**config.mk**
```make
export PLATFORM = sky130hd
export DESIGN_NAME = axi_slice_cfg_flat
export DESIGN_NICKNAME = d
export VERILOG_FILES = /design/src/rtl/axi_slice_pkg.sv /design/src/rtl/AXI_BUS.sv /design/src/rtl/axi_chan_buf.sv /design/src/rtl/axi_slice_cfg.sv /design/src/flat_wrapper.sv
export SDC_FILE = /design/constraint.sdc
export NUM_CORES = 1
export LEC_CHECK = 0
export ABC_AREA = 1
export BUFFER_PORTS_ARGS = -buffer_cell sky130_fd_sc_hd__buf_4
export CAP_MARGIN = 0
export CORE_AREA = 3 3 255 257
export DETAILED_ROUTE_END_ITERATION = 12
export DIE_AREA = 0 0 258 260
export PLACE_DENSITY = 0.66
export SYNTH_ARGS = -nofsm -noshare
export SYNTH_HDL_FRONTEND = slang
export SYNTH_SLANG_ARGS = --single-unit
```
**constraint.sdc**
```tcl
create_clock -name clk_i -period 5.8 [get_ports clk_i]
set_clock_uncertainty 0.05 [all_clocks]
set_input_delay 0.58 -clock clk_i [delete_from_list [all_inputs] [get_ports clk_i]]
set_output_delay 0.58 -clock clk_i [all_outputs]
set_load 0.05 [all_outputs]
```
**src/rtl/axi_slice_pkg.sv**
```systemverilog
// Shared definitions for the configurable AXI4 register slice.
// Provides per-channel payload width helpers, the buffer mode
// classification used by axi_chan_buf, and the maximum buffer depth.
package axi_slice_pkg;

  localparam int unsigned MAX_SLICE_DEPTH = 16;

  typedef enum logic [1:0] {
    BUF_BYPASS,
    BUF_HALF,
    BUF_FIFO
  } buf_mode_e;

  function automatic buf_mode_e buf_mode(input int unsigned depth);
    if (depth == 0) return BUF_BYPASS;
    if (depth == 1) return BUF_HALF;
    return BUF_FIFO;
  endfunction

  // addr + prot(3) region(4) len(8) size(3) burst(2) lock(1) cache(4) qos(4) + id + user
  function automatic int unsigned aw_payload_w(input int unsigned addr_w,
                                               input int unsigned id_w,
                                               input int unsigned user_w);
    return addr_w + 29 + id_w + user_w;
  endfunction

  // data + strb + user + last
  function automatic int unsigned w_payload_w(input int unsigned data_w,
                                              input int unsigned user_w);
    return data_w + data_w / 8 + user_w + 1;
  endfunction

  // resp(2) + id + user
  function automatic int unsigned b_payload_w(input int unsigned id_w,
                                              input int unsigned user_w);
    return 2 + id_w + user_w;
  endfunction

  // data + resp(2) + last + id + user
  function automatic int unsigned r_payload_w(input int unsigned data_w,
                                              input int unsigned id_w,
                                              input int unsigned user_w);
    return data_w + 3 + id_w + user_w;
  endfunction

endpackage

```
**src/rtl/AXI_BUS.sv**
```systemverilog
// AXI4 bus bundle with Master and Slave modports.
// Master drives AW/W/AR payload+valid and R/B ready; Slave the reverse.
interface AXI_BUS #(
  parameter int unsigned AXI_ADDR_WIDTH = 32,
  parameter int unsigned AXI_DATA_WIDTH = 64,
  parameter int unsigned AXI_ID_WIDTH   = 6,
  parameter int unsigned AXI_USER_WIDTH = 6
);
  localparam int unsigned AXI_STRB_WIDTH = AXI_DATA_WIDTH / 8;

  logic [AXI_ADDR_WIDTH-1:0] aw_addr;
  logic [2:0]                aw_prot;
  logic [3:0]                aw_region;
  logic [7:0]                aw_len;
  logic [2:0]                aw_size;
  logic [1:0]                aw_burst;
  logic                      aw_lock;
  logic [3:0]                aw_cache;
  logic [3:0]                aw_qos;
  logic [AXI_ID_WIDTH-1:0]   aw_id;
  logic [AXI_USER_WIDTH-1:0] aw_user;
  logic                      aw_valid;
  logic                      aw_ready;

  logic [AXI_DATA_WIDTH-1:0] w_data;
  logic [AXI_STRB_WIDTH-1:0] w_strb;
  logic [AXI_USER_WIDTH-1:0] w_user;
  logic                      w_last;
  logic                      w_valid;
  logic                      w_ready;

  logic [1:0]                b_resp;
  logic [AXI_ID_WIDTH-1:0]   b_id;
  logic [AXI_USER_WIDTH-1:0] b_user;
  logic                      b_valid;
  logic                      b_ready;

  logic [AXI_ADDR_WIDTH-1:0] ar_addr;
  logic [2:0]                ar_prot;
  logic [3:0]                ar_region;
  logic [7:0]                ar_len;
  logic [2:0]                ar_size;
  logic [1:0]                ar_burst;
  logic                      ar_lock;
  logic [3:0]                ar_cache;
  logic [3:0]                ar_qos;
  logic [AXI_ID_WIDTH-1:0]   ar_id;
  logic [AXI_USER_WIDTH-1:0] ar_user;
  logic                      ar_valid;
  logic                      ar_ready;

  logic [AXI_DATA_WIDTH-1:0] r_data;
  logic [1:0]                r_resp;
  logic                      r_last;
  logic [AXI_ID_WIDTH-1:0]   r_id;
  logic [AXI_USER_WIDTH-1:0] r_user;
  logic                      r_valid;
  logic                      r_ready;

  modport Master (
    output aw_addr, aw_prot, aw_region, aw_len, aw_size, aw_burst, aw_lock,
           aw_cache, aw_qos, aw_id, aw_user, aw_valid,
    input  aw_ready,
    output w_data, w_strb, w_user, w_last, w_valid,
    input  w_ready,
    input  b_resp, b_id, b_user, b_valid,
    output b_ready,
    output ar_addr, ar_prot, ar_region, ar_len, ar_size, ar_burst, ar_lock,
           ar_cache, ar_qos, ar_id, ar_user, ar_valid,
    input  ar_ready,
    input  r_data, r_resp, r_last, r_id, r_user, r_valid,
    output r_ready
  );

  modport Slave (
    input  aw_addr, aw_prot, aw_region, aw_len, aw_size, aw_burst, aw_lock,
           aw_cache, aw_qos, aw_id, aw_user, aw_valid,
    output aw_ready,
    input  w_data, w_strb, w_user, w_last, w_valid,
    output w_ready,
    output b_resp, b_id, b_user, b_valid,
    input  b_ready,
    input  ar_addr, ar_prot, ar_region, ar_len, ar_size, ar_burst, ar_lock,
           ar_cache, ar_qos, ar_id, ar_user, ar_valid,
    output ar_ready,
    output r_data, r_resp, r_last, r_id, r_user, r_valid,
    input  r_ready
  );
endinterface

```
**src/rtl/axi_chan_buf.sv**
```systemverilog
// Generic valid/ready channel buffer.
//   DEPTH 0 : combinational pass-through, always empty.
//   DEPTH 1 : single register, ready = !full (half throughput).
//   DEPTH N : circular FIFO, ready registered, full throughput.
// Ports: clk_i/rst_i (sync, active-high), in_* upstream handshake+data,
// out_* downstream handshake+data, empty_o high when nothing is buffered.
module axi_chan_buf
  import axi_slice_pkg::*;
#(
  parameter int unsigned WIDTH = 8,
  parameter int unsigned DEPTH = 2
) (
  input  logic             clk_i,
  input  logic             rst_i,
  input  logic             in_valid_i,
  output logic             in_ready_o,
  input  logic [WIDTH-1:0] in_data_i,
  output logic             out_valid_o,
  input  logic             out_ready_i,
  output logic [WIDTH-1:0] out_data_o,
  output logic             empty_o
);

  localparam buf_mode_e MODE = buf_mode(DEPTH);

  if (DEPTH > MAX_SLICE_DEPTH) begin : g_depth_check
    $error("axi_chan_buf: DEPTH %0d exceeds %0d", DEPTH, MAX_SLICE_DEPTH);
  end

  if (MODE == BUF_BYPASS) begin : g_bypass
    logic unused_clk_rst;
    assign unused_clk_rst = clk_i ^ rst_i;
    assign out_valid_o    = in_valid_i;
    assign in_ready_o     = out_ready_i;
    assign out_data_o     = in_data_i;
    assign empty_o        = 1'b1;
  end else if (MODE == BUF_HALF) begin : g_half
    logic             full_q;
    logic [WIDTH-1:0] data_q;
    logic             push;

    assign in_ready_o  = !full_q && !rst_i;
    assign push        = in_valid_i && in_ready_o;
    assign out_valid_o = full_q;
    assign out_data_o  = data_q;
    assign empty_o     = !full_q;

    always_ff @(posedge clk_i) begin
      if (rst_i) begin
        full_q <= 1'b0;
      end else if (push) begin
        full_q <= 1'b1;
      end else if (full_q && out_ready_i) begin
        full_q <= 1'b0;
      end
    end

    always_ff @(posedge clk_i) begin
      if (push) data_q <= in_data_i;
    end
  end else begin : g_fifo
    localparam int unsigned PTR_W = $clog2(DEPTH);
    localparam int unsigned CNT_W = $clog2(DEPTH + 1);

    logic [WIDTH-1:0] mem [DEPTH];
    logic [PTR_W-1:0] rd_ptr;
    logic [PTR_W-1:0] wr_ptr;
    logic [CNT_W-1:0] count;
    logic [CNT_W-1:0] count_nxt;
    logic             not_full_q;
    logic             push;
    logic             pop;

    // Upstream ready comes from a flop updated with next-cycle occupancy,
    // so downstream ready never reaches upstream ready combinationally.
    assign in_ready_o  = not_full_q && !rst_i;
    assign out_valid_o = (count != '0);
    assign out_data_o  = mem[rd_ptr];
    assign empty_o     = (count == '0);
    assign push        = in_valid_i && in_ready_o;
    assign pop         = out_valid_o && out_ready_i;

    always_comb begin
      count_nxt = count;
      case ({push, pop})
        2'b10:   count_nxt = count + 1'b1;
        2'b01:   count_nxt = count - 1'b1;
        default: count_nxt = count;
      endcase
    end

    always_ff @(posedge clk_i) begin
      if (rst_i) begin
        rd_ptr     <= '0;
        wr_ptr     <= '0;
        count      <= '0;
        not_full_q <= 1'b1;
      end else begin
        if (push) wr_ptr <= (wr_ptr == PTR_W'(DEPTH - 1)) ? '0 : wr_ptr + 1'b1;
        if (pop)  rd_ptr <= (rd_ptr == PTR_W'(DEPTH - 1)) ? '0 : rd_ptr + 1'b1;
        count      <= count_nxt;
        not_full_q <= (count_nxt != CNT_W'(DEPTH));
      end
    end

    always_ff @(posedge clk_i) begin
      if (push) mem[wr_ptr] <= in_data_i;
    end
  end

endmodule

```
**src/rtl/axi_slice_cfg.sv**
```systemverilog
// Configurable AXI4 register slice. Each of AW, W, AR, R, B gets its own
// axi_chan_buf of depth 0 (wire), 1 (half register) or N (FIFO).
// Ports: clk_i, rst_i (sync, active-high), test_en_i (scan, no function),
// axi_slave (upstream), axi_master (downstream), idle_o (all buffers empty).
module axi_slice_cfg
  import axi_slice_pkg::*;
#(
  parameter int unsigned AXI_ADDR_WIDTH = 32,
  parameter int unsigned AXI_DATA_WIDTH = 64,
  parameter int unsigned AXI_USER_WIDTH = 6,
  parameter int unsigned AXI_ID_WIDTH   = 6,
  parameter int unsigned AW_DEPTH       = 2,
  parameter int unsigned W_DEPTH        = 2,
  parameter int unsigned AR_DEPTH       = 2,
  parameter int unsigned R_DEPTH        = 2,
  parameter int unsigned B_DEPTH        = 2
) (
  input  logic   clk_i,
  input  logic   rst_i,
  input  logic   test_en_i,
  AXI_BUS.Slave  axi_slave,
  AXI_BUS.Master axi_master,
  output logic   idle_o
);

  localparam int unsigned AW_W = aw_payload_w(AXI_ADDR_WIDTH, AXI_ID_WIDTH, AXI_USER_WIDTH);
  localparam int unsigned W_W  = w_payload_w(AXI_DATA_WIDTH, AXI_USER_WIDTH);
  localparam int unsigned B_W  = b_payload_w(AXI_ID_WIDTH, AXI_USER_WIDTH);
  localparam int unsigned R_W  = r_payload_w(AXI_DATA_WIDTH, AXI_ID_WIDTH, AXI_USER_WIDTH);

  logic unused_test_en;
  assign unused_test_en = test_en_i;

  logic [AW_W-1:0] aw_in, aw_out, ar_in, ar_out;
  logic [W_W-1:0]  w_in, w_out;
  logic [B_W-1:0]  b_in, b_out;
  logic [R_W-1:0]  r_in, r_out;
  logic            aw_empty, w_empty, ar_empty, r_empty, b_empty;

  assign aw_in = {axi_slave.aw_addr, axi_slave.aw_prot, axi_slave.aw_region,
                  axi_slave.aw_len, axi_slave.aw_size, axi_slave.aw_burst,
                  axi_slave.aw_lock, axi_slave.aw_cache, axi_slave.aw_qos,
                  axi_slave.aw_id, axi_slave.aw_user};
  assign {axi_master.aw_addr, axi_master.aw_prot, axi_master.aw_region,
          axi_master.aw_len, axi_master.aw_size, axi_master.aw_burst,
          axi_master.aw_lock, axi_master.aw_cache, axi_master.aw_qos,
          axi_master.aw_id, axi_master.aw_user} = aw_out;

  assign ar_in = {axi_slave.ar_addr, axi_slave.ar_prot, axi_slave.ar_region,
                  axi_slave.ar_len, axi_slave.ar_size, axi_slave.ar_burst,
                  axi_slave.ar_lock, axi_slave.ar_cache, axi_slave.ar_qos,
                  axi_slave.ar_id, axi_slave.ar_user};
  assign {axi_master.ar_addr, axi_master.ar_prot, axi_master.ar_region,
          axi_master.ar_len, axi_master.ar_size, axi_master.ar_burst,
          axi_master.ar_lock, axi_master.ar_cache, axi_master.ar_qos,
          axi_master.ar_id, axi_master.ar_user} = ar_out;

  assign w_in = {axi_slave.w_data, axi_slave.w_strb, axi_slave.w_user, axi_slave.w_last};
  assign {axi_master.w_data, axi_master.w_strb, axi_master.w_user, axi_master.w_last} = w_out;

  assign b_in = {axi_master.b_resp, axi_master.b_id, axi_master.b_user};
  assign {axi_slave.b_resp, axi_slave.b_id, axi_slave.b_user} = b_out;

  assign r_in = {axi_master.r_data, axi_master.r_resp, axi_master.r_last,
                 axi_master.r_id, axi_master.r_user};
  assign {axi_slave.r_data, axi_slave.r_resp, axi_slave.r_last,
          axi_slave.r_id, axi_slave.r_user} = r_out;

  axi_chan_buf #(.WIDTH(AW_W), .DEPTH(AW_DEPTH)) u_aw_buf (
    .clk_i, .rst_i,
    .in_valid_i (axi_slave.aw_valid),  .in_ready_o (axi_slave.aw_ready),  .in_data_i (aw_in),
    .out_valid_o(axi_master.aw_valid), .out_ready_i(axi_master.aw_ready), .out_data_o(aw_out),
    .empty_o    (aw_empty)
  );

  axi_chan_buf #(.WIDTH(W_W), .DEPTH(W_DEPTH)) u_w_buf (
    .clk_i, .rst_i,
    .in_valid_i (axi_slave.w_valid),  .in_ready_o (axi_slave.w_ready),  .in_data_i (w_in),
    .out_valid_o(axi_master.w_valid), .out_ready_i(axi_master.w_ready), .out_data_o(w_out),
    .empty_o    (w_empty)
  );

  axi_chan_buf #(.WIDTH(AW_W), .DEPTH(AR_DEPTH)) u_ar_buf (
    .clk_i, .rst_i,
    .in_valid_i (axi_slave.ar_valid),  .in_ready_o (axi_slave.ar_ready),  .in_data_i (ar_in),
    .out_valid_o(axi_master.ar_valid), .out_ready_i(axi_master.ar_ready), .out_data_o(ar_out),
    .empty_o    (ar_empty)
  );

  axi_chan_buf #(.WIDTH(R_W), .DEPTH(R_DEPTH)) u_r_buf (
    .clk_i, .rst_i,
    .in_valid_i (axi_master.r_valid), .in_ready_o (axi_master.r_ready), .in_data_i (r_in),
    .out_valid_o(axi_slave.r_valid),  .out_ready_i(axi_slave.r_ready),  .out_data_o(r_out),
    .empty_o    (r_empty)
  );

  axi_chan_buf #(.WIDTH(B_W), .DEPTH(B_DEPTH)) u_b_buf (
    .clk_i, .rst_i,
    .in_valid_i (axi_master.b_valid), .in_ready_o (axi_master.b_ready), .in_data_i (b_in),
    .out_valid_o(axi_slave.b_valid),  .out_ready_i(axi_slave.b_ready),  .out_data_o(b_out),
    .empty_o    (b_empty)
  );

  assign idle_o = aw_empty && w_empty && ar_empty && r_empty && b_empty;

endmodule

```
**src/flat_wrapper.sv**
```systemverilog
// flat-port wrapper written by rule: the top's interface ports become plain ports
module axi_slice_cfg_flat import axi_slice_pkg::*;
#(
  parameter int unsigned AXI_ADDR_WIDTH = 32,
  parameter int unsigned AXI_DATA_WIDTH = 64,
  parameter int unsigned AXI_USER_WIDTH = 6,
  parameter int unsigned AXI_ID_WIDTH   = 6,
  parameter int unsigned AW_DEPTH       = 2,
  parameter int unsigned W_DEPTH        = 2,
  parameter int unsigned AR_DEPTH       = 2,
  parameter int unsigned R_DEPTH        = 2,
  parameter int unsigned B_DEPTH        = 2
)
  (clk_i, rst_i, test_en_i, idle_o, axi_slave_aw_addr, axi_slave_aw_prot, axi_slave_aw_region, axi_slave_aw_len, axi_slave_aw_size, axi_slave_aw_burst, axi_slave_aw_lock, axi_slave_aw_cache, axi_slave_aw_qos, axi_slave_aw_id, axi_slave_aw_user, axi_slave_aw_valid, axi_slave_aw_ready, axi_slave_w_data, axi_slave_w_strb, axi_slave_w_user, axi_slave_w_last, axi_slave_w_valid, axi_slave_w_ready, axi_slave_b_resp, axi_slave_b_id, axi_slave_b_user, axi_slave_b_valid, axi_slave_b_ready, axi_slave_ar_addr, axi_slave_ar_prot, axi_slave_ar_region, axi_slave_ar_len, axi_slave_ar_size, axi_slave_ar_burst, axi_slave_ar_lock, axi_slave_ar_cache, axi_slave_ar_qos, axi_slave_ar_id, axi_slave_ar_user, axi_slave_ar_valid, axi_slave_ar_ready, axi_slave_r_data, axi_slave_r_resp, axi_slave_r_last, axi_slave_r_id, axi_slave_r_user, axi_slave_r_valid, axi_slave_r_ready, axi_master_aw_addr, axi_master_aw_prot, axi_master_aw_region, axi_master_aw_len, axi_master_aw_size, axi_master_aw_burst, axi_master_aw_lock, axi_master_aw_cache, axi_master_aw_qos, axi_master_aw_id, axi_master_aw_user, axi_master_aw_valid, axi_master_aw_ready, axi_master_w_data, axi_master_w_strb, axi_master_w_user, axi_master_w_last, axi_master_w_valid, axi_master_w_ready, axi_master_b_resp, axi_master_b_id, axi_master_b_user, axi_master_b_valid, axi_master_b_ready, axi_master_ar_addr, axi_master_ar_prot, axi_master_ar_region, axi_master_ar_len, axi_master_ar_size, axi_master_ar_burst, axi_master_ar_lock, axi_master_ar_cache, axi_master_ar_qos, axi_master_ar_id, axi_master_ar_user, axi_master_ar_valid, axi_master_ar_ready, axi_master_r_data, axi_master_r_resp, axi_master_r_last, axi_master_r_id, axi_master_r_user, axi_master_r_valid, axi_master_r_ready);
  AXI_BUS #(.AXI_ADDR_WIDTH(AXI_ADDR_WIDTH), .AXI_DATA_WIDTH(AXI_DATA_WIDTH), .AXI_ID_WIDTH(AXI_ID_WIDTH), .AXI_USER_WIDTH(AXI_USER_WIDTH)) axi_slave_i ();
  AXI_BUS #(.AXI_ADDR_WIDTH(AXI_ADDR_WIDTH), .AXI_DATA_WIDTH(AXI_DATA_WIDTH), .AXI_ID_WIDTH(AXI_ID_WIDTH), .AXI_USER_WIDTH(AXI_USER_WIDTH)) axi_master_i ();
  input  logic clk_i;
  input  logic rst_i;
  input  logic test_en_i;
  output logic idle_o;
  input wire logic [$bits(axi_slave_i.aw_addr)-1:0] axi_slave_aw_addr;
  input wire logic [$bits(axi_slave_i.aw_prot)-1:0] axi_slave_aw_prot;
  input wire logic [$bits(axi_slave_i.aw_region)-1:0] axi_slave_aw_region;
  input wire logic [$bits(axi_slave_i.aw_len)-1:0] axi_slave_aw_len;
  input wire logic [$bits(axi_slave_i.aw_size)-1:0] axi_slave_aw_size;
  input wire logic [$bits(axi_slave_i.aw_burst)-1:0] axi_slave_aw_burst;
  input wire logic [$bits(axi_slave_i.aw_lock)-1:0] axi_slave_aw_lock;
  input wire logic [$bits(axi_slave_i.aw_cache)-1:0] axi_slave_aw_cache;
  input wire logic [$bits(axi_slave_i.aw_qos)-1:0] axi_slave_aw_qos;
  input wire logic [$bits(axi_slave_i.aw_id)-1:0] axi_slave_aw_id;
  input wire logic [$bits(axi_slave_i.aw_user)-1:0] axi_slave_aw_user;
  input wire logic [$bits(axi_slave_i.aw_valid)-1:0] axi_slave_aw_valid;
  output wire logic [$bits(axi_slave_i.aw_ready)-1:0] axi_slave_aw_ready;
  input wire logic [$bits(axi_slave_i.w_data)-1:0] axi_slave_w_data;
  input wire logic [$bits(axi_slave_i.w_strb)-1:0] axi_slave_w_strb;
  input wire logic [$bits(axi_slave_i.w_user)-1:0] axi_slave_w_user;
  input wire logic [$bits(axi_slave_i.w_last)-1:0] axi_slave_w_last;
  input wire logic [$bits(axi_slave_i.w_valid)-1:0] axi_slave_w_valid;
  output wire logic [$bits(axi_slave_i.w_ready)-1:0] axi_slave_w_ready;
  output wire logic [$bits(axi_slave_i.b_resp)-1:0] axi_slave_b_resp;
  output wire logic [$bits(axi_slave_i.b_id)-1:0] axi_slave_b_id;
  output wire logic [$bits(axi_slave_i.b_user)-1:0] axi_slave_b_user;
  output wire logic [$bits(axi_slave_i.b_valid)-1:0] axi_slave_b_valid;
  input wire logic [$bits(axi_slave_i.b_ready)-1:0] axi_slave_b_ready;
  input wire logic [$bits(axi_slave_i.ar_addr)-1:0] axi_slave_ar_addr;
  input wire logic [$bits(axi_slave_i.ar_prot)-1:0] axi_slave_ar_prot;
  input wire logic [$bits(axi_slave_i.ar_region)-1:0] axi_slave_ar_region;
  input wire logic [$bits(axi_slave_i.ar_len)-1:0] axi_slave_ar_len;
  input wire logic [$bits(axi_slave_i.ar_size)-1:0] axi_slave_ar_size;
  input wire logic [$bits(axi_slave_i.ar_burst)-1:0] axi_slave_ar_burst;
  input wire logic [$bits(axi_slave_i.ar_lock)-1:0] axi_slave_ar_lock;
  input wire logic [$bits(axi_slave_i.ar_cache)-1:0] axi_slave_ar_cache;
  input wire logic [$bits(axi_slave_i.ar_qos)-1:0] axi_slave_ar_qos;
  input wire logic [$bits(axi_slave_i.ar_id)-1:0] axi_slave_ar_id;
  input wire logic [$bits(axi_slave_i.ar_user)-1:0] axi_slave_ar_user;
  input wire logic [$bits(axi_slave_i.ar_valid)-1:0] axi_slave_ar_valid;
  output wire logic [$bits(axi_slave_i.ar_ready)-1:0] axi_slave_ar_ready;
  output wire logic [$bits(axi_slave_i.r_data)-1:0] axi_slave_r_data;
  output wire logic [$bits(axi_slave_i.r_resp)-1:0] axi_slave_r_resp;
  output wire logic [$bits(axi_slave_i.r_last)-1:0] axi_slave_r_last;
  output wire logic [$bits(axi_slave_i.r_id)-1:0] axi_slave_r_id;
  output wire logic [$bits(axi_slave_i.r_user)-1:0] axi_slave_r_user;
  output wire logic [$bits(axi_slave_i.r_valid)-1:0] axi_slave_r_valid;
  input wire logic [$bits(axi_slave_i.r_ready)-1:0] axi_slave_r_ready;
  output wire logic [$bits(axi_master_i.aw_addr)-1:0] axi_master_aw_addr;
  output wire logic [$bits(axi_master_i.aw_prot)-1:0] axi_master_aw_prot;
  output wire logic [$bits(axi_master_i.aw_region)-1:0] axi_master_aw_region;
  output wire logic [$bits(axi_master_i.aw_len)-1:0] axi_master_aw_len;
  output wire logic [$bits(axi_master_i.aw_size)-1:0] axi_master_aw_size;
  output wire logic [$bits(axi_master_i.aw_burst)-1:0] axi_master_aw_burst;
  output wire logic [$bits(axi_master_i.aw_lock)-1:0] axi_master_aw_lock;
  output wire logic [$bits(axi_master_i.aw_cache)-1:0] axi_master_aw_cache;
  output wire logic [$bits(axi_master_i.aw_qos)-1:0] axi_master_aw_qos;
  output wire logic [$bits(axi_master_i.aw_id)-1:0] axi_master_aw_id;
  output wire logic [$bits(axi_master_i.aw_user)-1:0] axi_master_aw_user;
  output wire logic [$bits(axi_master_i.aw_valid)-1:0] axi_master_aw_valid;
  input wire logic [$bits(axi_master_i.aw_ready)-1:0] axi_master_aw_ready;
  output wire logic [$bits(axi_master_i.w_data)-1:0] axi_master_w_data;
  output wire logic [$bits(axi_master_i.w_strb)-1:0] axi_master_w_strb;
  output wire logic [$bits(axi_master_i.w_user)-1:0] axi_master_w_user;
  output wire logic [$bits(axi_master_i.w_last)-1:0] axi_master_w_last;
  output wire logic [$bits(axi_master_i.w_valid)-1:0] axi_master_w_valid;
  input wire logic [$bits(axi_master_i.w_ready)-1:0] axi_master_w_ready;
  input wire logic [$bits(axi_master_i.b_resp)-1:0] axi_master_b_resp;
  input wire logic [$bits(axi_master_i.b_id)-1:0] axi_master_b_id;
  input wire logic [$bits(axi_master_i.b_user)-1:0] axi_master_b_user;
  input wire logic [$bits(axi_master_i.b_valid)-1:0] axi_master_b_valid;
  output wire logic [$bits(axi_master_i.b_ready)-1:0] axi_master_b_ready;
  output wire logic [$bits(axi_master_i.ar_addr)-1:0] axi_master_ar_addr;
  output wire logic [$bits(axi_master_i.ar_prot)-1:0] axi_master_ar_prot;
  output wire logic [$bits(axi_master_i.ar_region)-1:0] axi_master_ar_region;
  output wire logic [$bits(axi_master_i.ar_len)-1:0] axi_master_ar_len;
  output wire logic [$bits(axi_master_i.ar_size)-1:0] axi_master_ar_size;
  output wire logic [$bits(axi_master_i.ar_burst)-1:0] axi_master_ar_burst;
  output wire logic [$bits(axi_master_i.ar_lock)-1:0] axi_master_ar_lock;
  output wire logic [$bits(axi_master_i.ar_cache)-1:0] axi_master_ar_cache;
  output wire logic [$bits(axi_master_i.ar_qos)-1:0] axi_master_ar_qos;
  output wire logic [$bits(axi_master_i.ar_id)-1:0] axi_master_ar_id;
  output wire logic [$bits(axi_master_i.ar_user)-1:0] axi_master_ar_user;
  output wire logic [$bits(axi_master_i.ar_valid)-1:0] axi_master_ar_valid;
  input wire logic [$bits(axi_master_i.ar_ready)-1:0] axi_master_ar_ready;
  input wire logic [$bits(axi_master_i.r_data)-1:0] axi_master_r_data;
  input wire logic [$bits(axi_master_i.r_resp)-1:0] axi_master_r_resp;
  input wire logic [$bits(axi_master_i.r_last)-1:0] axi_master_r_last;
  input wire logic [$bits(axi_master_i.r_id)-1:0] axi_master_r_id;
  input wire logic [$bits(axi_master_i.r_user)-1:0] axi_master_r_user;
  input wire logic [$bits(axi_master_i.r_valid)-1:0] axi_master_r_valid;
  output wire logic [$bits(axi_master_i.r_ready)-1:0] axi_master_r_ready;
  assign axi_slave_i.aw_addr = axi_slave_aw_addr;
  assign axi_slave_i.aw_prot = axi_slave_aw_prot;
  assign axi_slave_i.aw_region = axi_slave_aw_region;
  assign axi_slave_i.aw_len = axi_slave_aw_len;
  assign axi_slave_i.aw_size = axi_slave_aw_size;
  assign axi_slave_i.aw_burst = axi_slave_aw_burst;
  assign axi_slave_i.aw_lock = axi_slave_aw_lock;
  assign axi_slave_i.aw_cache = axi_slave_aw_cache;
  assign axi_slave_i.aw_qos = axi_slave_aw_qos;
  assign axi_slave_i.aw_id = axi_slave_aw_id;
  assign axi_slave_i.aw_user = axi_slave_aw_user;
  assign axi_slave_i.aw_valid = axi_slave_aw_valid;
  assign axi_slave_aw_ready = axi_slave_i.aw_ready;
  assign axi_slave_i.w_data = axi_slave_w_data;
  assign axi_slave_i.w_strb = axi_slave_w_strb;
  assign axi_slave_i.w_user = axi_slave_w_user;
  assign axi_slave_i.w_last = axi_slave_w_last;
  assign axi_slave_i.w_valid = axi_slave_w_valid;
  assign axi_slave_w_ready = axi_slave_i.w_ready;
  assign axi_slave_b_resp = axi_slave_i.b_resp;
  assign axi_slave_b_id = axi_slave_i.b_id;
  assign axi_slave_b_user = axi_slave_i.b_user;
  assign axi_slave_b_valid = axi_slave_i.b_valid;
  assign axi_slave_i.b_ready = axi_slave_b_ready;
  assign axi_slave_i.ar_addr = axi_slave_ar_addr;
  assign axi_slave_i.ar_prot = axi_slave_ar_prot;
  assign axi_slave_i.ar_region = axi_slave_ar_region;
  assign axi_slave_i.ar_len = axi_slave_ar_len;
  assign axi_slave_i.ar_size = axi_slave_ar_size;
  assign axi_slave_i.ar_burst = axi_slave_ar_burst;
  assign axi_slave_i.ar_lock = axi_slave_ar_lock;
  assign axi_slave_i.ar_cache = axi_slave_ar_cache;
  assign axi_slave_i.ar_qos = axi_slave_ar_qos;
  assign axi_slave_i.ar_id = axi_slave_ar_id;
  assign axi_slave_i.ar_user = axi_slave_ar_user;
  assign axi_slave_i.ar_valid = axi_slave_ar_valid;
  assign axi_slave_ar_ready = axi_slave_i.ar_ready;
  assign axi_slave_r_data = axi_slave_i.r_data;
  assign axi_slave_r_resp = axi_slave_i.r_resp;
  assign axi_slave_r_last = axi_slave_i.r_last;
  assign axi_slave_r_id = axi_slave_i.r_id;
  assign axi_slave_r_user = axi_slave_i.r_user;
  assign axi_slave_r_valid = axi_slave_i.r_valid;
  assign axi_slave_i.r_ready = axi_slave_r_ready;
  assign axi_master_aw_addr = axi_master_i.aw_addr;
  assign axi_master_aw_prot = axi_master_i.aw_prot;
  assign axi_master_aw_region = axi_master_i.aw_region;
  assign axi_master_aw_len = axi_master_i.aw_len;
  assign axi_master_aw_size = axi_master_i.aw_size;
  assign axi_master_aw_burst = axi_master_i.aw_burst;
  assign axi_master_aw_lock = axi_master_i.aw_lock;
  assign axi_master_aw_cache = axi_master_i.aw_cache;
  assign axi_master_aw_qos = axi_master_i.aw_qos;
  assign axi_master_aw_id = axi_master_i.aw_id;
  assign axi_master_aw_user = axi_master_i.aw_user;
  assign axi_master_aw_valid = axi_master_i.aw_valid;
  assign axi_master_i.aw_ready = axi_master_aw_ready;
  assign axi_master_w_data = axi_master_i.w_data;
  assign axi_master_w_strb = axi_master_i.w_strb;
  assign axi_master_w_user = axi_master_i.w_user;
  assign axi_master_w_last = axi_master_i.w_last;
  assign axi_master_w_valid = axi_master_i.w_valid;
  assign axi_master_i.w_ready = axi_master_w_ready;
  assign axi_master_i.b_resp = axi_master_b_resp;
  assign axi_master_i.b_id = axi_master_b_id;
  assign axi_master_i.b_user = axi_master_b_user;
  assign axi_master_i.b_valid = axi_master_b_valid;
  assign axi_master_b_ready = axi_master_i.b_ready;
  assign axi_master_ar_addr = axi_master_i.ar_addr;
  assign axi_master_ar_prot = axi_master_i.ar_prot;
  assign axi_master_ar_region = axi_master_i.ar_region;
  assign axi_master_ar_len = axi_master_i.ar_len;
  assign axi_master_ar_size = axi_master_i.ar_size;
  assign axi_master_ar_burst = axi_master_i.ar_burst;
  assign axi_master_ar_lock = axi_master_i.ar_lock;
  assign axi_master_ar_cache = axi_master_i.ar_cache;
  assign axi_master_ar_qos = axi_master_i.ar_qos;
  assign axi_master_ar_id = axi_master_i.ar_id;
  assign axi_master_ar_user = axi_master_i.ar_user;
  assign axi_master_ar_valid = axi_master_i.ar_valid;
  assign axi_master_i.ar_ready = axi_master_ar_ready;
  assign axi_master_i.r_data = axi_master_r_data;
  assign axi_master_i.r_resp = axi_master_r_resp;
  assign axi_master_i.r_last = axi_master_r_last;
  assign axi_master_i.r_id = axi_master_r_id;
  assign axi_master_i.r_user = axi_master_r_user;
  assign axi_master_i.r_valid = axi_master_r_valid;
  assign axi_master_r_ready = axi_master_i.r_ready;
  axi_slice_cfg #(.AXI_ADDR_WIDTH(AXI_ADDR_WIDTH), .AXI_DATA_WIDTH(AXI_DATA_WIDTH), .AXI_USER_WIDTH(AXI_USER_WIDTH), .AXI_ID_WIDTH(AXI_ID_WIDTH), .AW_DEPTH(AW_DEPTH), .W_DEPTH(W_DEPTH), .AR_DEPTH(AR_DEPTH), .R_DEPTH(R_DEPTH), .B_DEPTH(B_DEPTH)) u_core (.clk_i(clk_i), .rst_i(rst_i), .test_en_i(test_en_i), .axi_slave(axi_slave_i), .axi_master(axi_master_i), .idle_o(idle_o));
endmodule
```
Word-level counts from Yosys, hierarchy flattened

Memory sizes are Yosys's and may differ from the RTL's. A register that Yosys moved wholly into a read port is not among the register bits.
Index checks and enable logic that the tools add are counted.

Register bits after elaboration: 25
Memory bits (writable): 636
Input port bits: 331
Output and inout port bits: 329
Logic and storage cells: 125
Memories kept: 5

Memories:

| memory                     | depth | bits a word | rd ports | clocked after Yosys merged registers in | write ports | line               | text |
|---|---|---|---|---|---|---|---|
| u_core.u_r_buf.g_fifo.mem  | 2     | 79          | 1        | 1                                       | 1           | axi_chan_buf.sv:65 | `logic [WIDTH-1:0] mem [DEPTH];` |
| u_core.u_w_buf.g_fifo.mem  | 2     | 79          | 1        | 1                                       | 1           | axi_chan_buf.sv:65 |  |
| u_core.u_ar_buf.g_fifo.mem | 2     | 73          | 1        | 1                                       | 1           | axi_chan_buf.sv:65 |  |
| u_core.u_aw_buf.g_fifo.mem | 2     | 73          | 1        | 1                                       | 1           | axi_chan_buf.sv:65 |  |
| u_core.u_b_buf.g_fifo.mem  | 2     | 14          | 1        | 1                                       | 1           | axi_chan_buf.sv:65 |  |

Add/subtract/negate cells: 20
Equality and inequality tests: 15
Multiplexer cells: 35
Reduce and logical (&&, ||, !) cells: 30

Operators with widths:

| cell                | number |
|---|---|
| $mux 1              | 30 |
| $pmux 2 s2          | 5 |
| $logic_and 1x1->1   | 19 |
| $add 1x1->1 const B | 10 |
| $add 2x1->2 const B | 5 |
| $eq 2x1->1 const B  | 5 |
| $eq 2x2->1 const B  | 5 |
| $logic_not 2->1     | 5 |
| $ne 2x2->1 const B  | 5 |
| $reduce_bool 2->1   | 5 |
| $sub 2x1->2 const B | 5 |
| $logic_not 1->1     | 1 |

Logic depth before layout (Yosys ltp)

Word-level depth: 6
Depth in mapped cells: 11
Depth with buffers taken out: 11

By module

Synthesis repeated with hierarchy kept, for this count alone.

Cell total of the unflattened synthesis: 1187
Area, all modules: 25112.8 µm²

By module, submodules not included:

| module                             | instances | cells an instance | area each (µm²) | seq. area each (µm²) |
|---|---|---|---|---|
| axi_chan_buf (u_core.u_r_buf ...)  | 2         | 285               | 6008.3          | 4864.7 |
| axi_chan_buf (u_core.u_ar_buf ...) | 2         | 266               | 5895.7          | 4504.3 |
| axi_chan_buf (u_core.u_b_buf)      | 1         | 82                | 1292.5          | 960.9 |
| axi_slice_cfg                      | 1         | 3                 | 12.5            | 0.0 |

Worst setup path before layout

No wires, ideal clock.

Path kind: input -> register
Start: input rst_i
End: memory u_core.u_r_buf.g_fifo.mem[0][0] in the netlist's numbering, enable pin
Setup time: 0.517 ns
Arrival: 4.177 ns
Required time: 5.233 ns
Setup slack: 1.055 ns
Stages on the path: 3
Buffers on the path: 0
Path through: inv_1 nand3_1 nor2_1

Cells in the longest elaborated chain, start to end: 5

RTL lines:

| what                         | line                | text |
|---|---|---|
| start, declared              | flat_wrapper.sv:18  | `input logic rst_i;` |
| $logic_not 1->1              | axi_chan_buf.sv:76  | `assign in_ready_o = not_full_q && !rst_i;` |
| $logic_and 1x1->1            | axi_chan_buf.sv:76  |  |
| $logic_and 1x1->1            | axi_chan_buf.sv:80  | `assign push = in_valid_i && in_ready_o;` |
| $mux 1                       | axi_chan_buf.sv:107 | `if (push) mem[wr_ptr] <= in_data_i;` |
| $mux 1 (implied by the code) | axi_chan_buf.sv:107 |  |
| end, declared                | axi_chan_buf.sv:65  |  |

No other way between the ends.

==> impl_metrics.py <==
metrics = {
    "power": {
        "intPower_mw": 9.86,
        "seqPwrFrac_pct": 40.3,
        "finalPower_mw": 14.5,
        "ir_drop_v": 0.000355,
        "power.switching_mw": 4.66,
        "clockPowerShare_pct": 32.6,
        "leakage_nw": 12.3,
        "p_per_area_nw_per_um2": 443,
        "power_frac_comb_pct": 27.1,
        "switching_share_pct": 32.1,
    },
    "synth": {
        "synth-seq-cells": 666,
        "seq_area_frac_synth_pct": 80.8,
        "synth.area.top_cells": "edfxtp_1, mux2_2, dfxtp_1",
        "syn_area_um2": 24400,
        "netlist.area_leader.share_pct": 78.4,
        "syn_avg_cell_area_um2": 20.6,
        "synth_flop_cell": "edfxtp_1",
        "yosys_warnings": 0,
        "synth_top_area_cell": "edfxtp_1",
        "synth.most_common_cell": "edfxtp_1",
        "synth_commonest_cells": "edfxtp_1, mux2_2, inv_1, nor2_1, dfxtp_1",
        "synth_edf_count": 636,
        "async_reset_ff_share_pct": 0,
        "syn_nets": 1521,
        "netlist_instances": 1185,
        "synthDistinctLibCells": 19,
    },
    "drt": {
        "viasPerCell": 4.67,
        "drc": 0,
        "route.vias.total": 13062,
        "detail_route.wl_per_cell_um": 20.1,
        "drt_iter0_markers": 746,
        "dr.pass1.iters": 7,
        "ant_nets": 0,
        "routed_wl_mm": 56.1,
    },
    "final_layout": {
        "fin_area_um2": 32800,
        "n_antenna_cell": 0,
        "area_growth_pct": 34.6,
        "drive_gt1_share_pct": 56.8,
        "multi_input_area_um2": 4290,
        "utilization_pct": 52.1,
        "stdcell_count": 2795,
        "nets": 2226,
        "fill_cells": 5105,
        "seq_area_um2": 19700,
    },
    "clock_tree": {
        "cts_setup_buffers": 0,
        "htreeDepth": 3,
        "clockRootBuffer": "clkbuf_16",
        "clock_path_buffers": 3,
        "cts_tree": "built",
        "cts_buffers": 71,
        "cts_resized": 0,
        "cts.sinks": 666,
        "clk_pin_slew_ns": 0.06,
        "ctsHoldBuffers": 0,
        "worstSkewPairLatency_ns": 0.58,
    },
    "global_route": {
        "grt_max_degree": 80,
        "grt_use_total_pct": 15.9,
        "antenna_found_initial": 0,
        "grt_pass1_wl_mm": 81.2,
        "gr-total-overflow": 0,
        "grt_pass1_vias": 13853,
    },
    "placed_design": {
        "post-place-cells": 2663,
        "dp_slack_ns": 1.99,
        "gp_congestion": 0.780,
        "dp_hpwl_mm": 39.0,
        "numPortBuffers": 658,
        "placedInstanceArea_um2": 30300,
    },
    "outcome": {
        "outcome": "completed",
    },
    "sta": {
        "max_slew.worst_pin.slew_ns": 1.21,
        "min_period_over_period_pct": 59.2,
        "min_period_ns": 3.43,
        "grt_setup_unrepaired": "false",
        "drv_slew": 0,
        "hold_slack_ns": 0.116,
        "relSlewSlack_pct": 18.9,
        "setup-tns-final_ns": 0,
        "setup_violations": 0,
        "setup_slack_ns": 2.37,
        "fmax_ghz": 0.291,
        "hold_violations": 0,
    },
    "setup_path": {
        "cp_max_fo": 43,
        "critical_path_arrival_ns": 2.80,
        "worst_ep_required_time_ns": 5.17,
        "start_kind": "register",
        "endpoint_kind": "output pin",
        "crit_type": "reg -> out",
    },
    "die": {
        "dieArea_um2": 67100,
        "num_rows": 92,
        "dieHeight_um": 260,
        "io_pins": 660,
        "coreArea_um2": 63000,
        "die_w_um": 258,
        "floorplan.initialDensity_pct": 38.7,
    },
    "min_path": {
        "holdCritPathClass": "in -> reg",
    },
    "flow_run": {
        "drv_cap": 0,
    },
}
## routing by layer
metal | wire length (um) | up-vias | track usage [%] | part of all wire, %
li1 | - | 5996 | - | -
met1 | 20900 | 6549 | 18.0 | 37
met2 | 30200 | 424 | 29.0 | 54
met3 | 3480 | 93 | 3.84 | 6.2
met4 | 1420 | 0 | 5.81 | 2.5
met5 | 0 | - | 0 | 0
## flip-flops by register name, summed over array words and instances, names as in the netlist, 2 cells and up, named ones only
| register | flops |
|---|---|
| u_core.u_b_buf.g_fifo.count | 2 |
| u_core.u_r_buf.g_fifo.mem | 158 |
| u_core.u_w_buf.g_fifo.count | 2 |
| u_core.u_aw_buf.g_fifo.count | 2 |
| u_core.u_b_buf.g_fifo.mem | 28 |
| u_core.u_ar_buf.g_fifo.mem | 146 |
| u_core.u_w_buf.g_fifo.mem | 158 |
| u_core.u_r_buf.g_fifo.count | 2 |
| u_core.u_aw_buf.g_fifo.mem | 146 |
| u_core.u_ar_buf.g_fifo.count | 2 |
## layout make-up
class	count	area share, %
tap	846	3.23
sequential	666	60.1
clock inverter	44	1.81
clock buffer	88	5.81
inverter	46	0.527
multi-input combinational	435	13.1
timing repair buffer	670	15.4
## logic make-up after synthesis
| group | synth area share [%] |
|---|---|
| AOI/OAI and AO/OA | 0.308 |
| adders and majority gates | 0.257 |
| xor gates and xnor gates | 0.180 |
| muxes | 15.0 |
| buffers and inverters | 1.78 |
| and+or+nand+nor | 1.63 |
| DFF | 80.8 |
## critical path, stage by stage (launching register included)
cell and delay (ns):
dfxtp_2 1.03, buf_4 0.55, mux2_2 0.41, buf_4 0.19
## path summary, 6_finish.rpt
kind	cells after the start	slack (ns)	from	end
worst max-delay path	3	2.37	register	axi_master_aw_cache[2]
worst min-delay path	1	0.12	axi_slave_ar_burst[1]	u_core.u_ar_buf.g_fifo.mem[1][22]$_DFFE_PP_
worst max register to register	3	3.36	u_core.u_ar_buf.g_fifo.not_full_q$_SDFF_PP1_	u_core.u_ar_buf.g_fifo.mem[0][49]$_DFFE_PP_
worst min register to register	2	0.45	u_core.u_b_buf.g_fifo.wr_ptr$_SDFFE_PP0N_	u_core.u_b_buf.g_fifo.wr_ptr$_SDFFE_PP0N_
## layout by cell type, fill, tap and decap left out
cell type   netlist  final
nor3_1            1      1
clkinv_16         0      1
clkinv_2          0     10
ha_1              5      5
bufinv_16         0     12
buf_12            0      2
clkinvlp_4        0      7
dfxtp_4           0      2
dfxtp_2           0      2
clkinv_8          0      2
clkbuf_16         0     74
clkinv_4          0      1
mux2_4           20     20
o21ai_0          10     10
nand2_1          24     24
nand3_1          11     11
nor3b_1           3      3
edfxtp_1        636    636
nor2_1           43     35
clkinv_1          0     10
nor2_4            0      8
xor2_1            5      5
clkbuf_1          2     14
buf_4            14    668
mux2_2          298    298
inv_1            46     46
dfxtp_1          30     26
a21oi_1           5      5
nand4_1          10     10
inv_16            0      1
## power groups by stage
stage | Sequential [mW] | Combinational [mW] | Clock [mW]
final | 5.86 | 3.94 | 4.73
after global placement | 5.94 | 3.93 | 0
after CTS | 5.86 | 3.98 | 4.86
after global routing | 5.90 | 4.10 | 5.04
after detailed placement | 5.96 | 3.96 | 0
after floorplan | 5.80 | 2.90 | 0
Note: power is estimated with default switching activity, not from simulation.
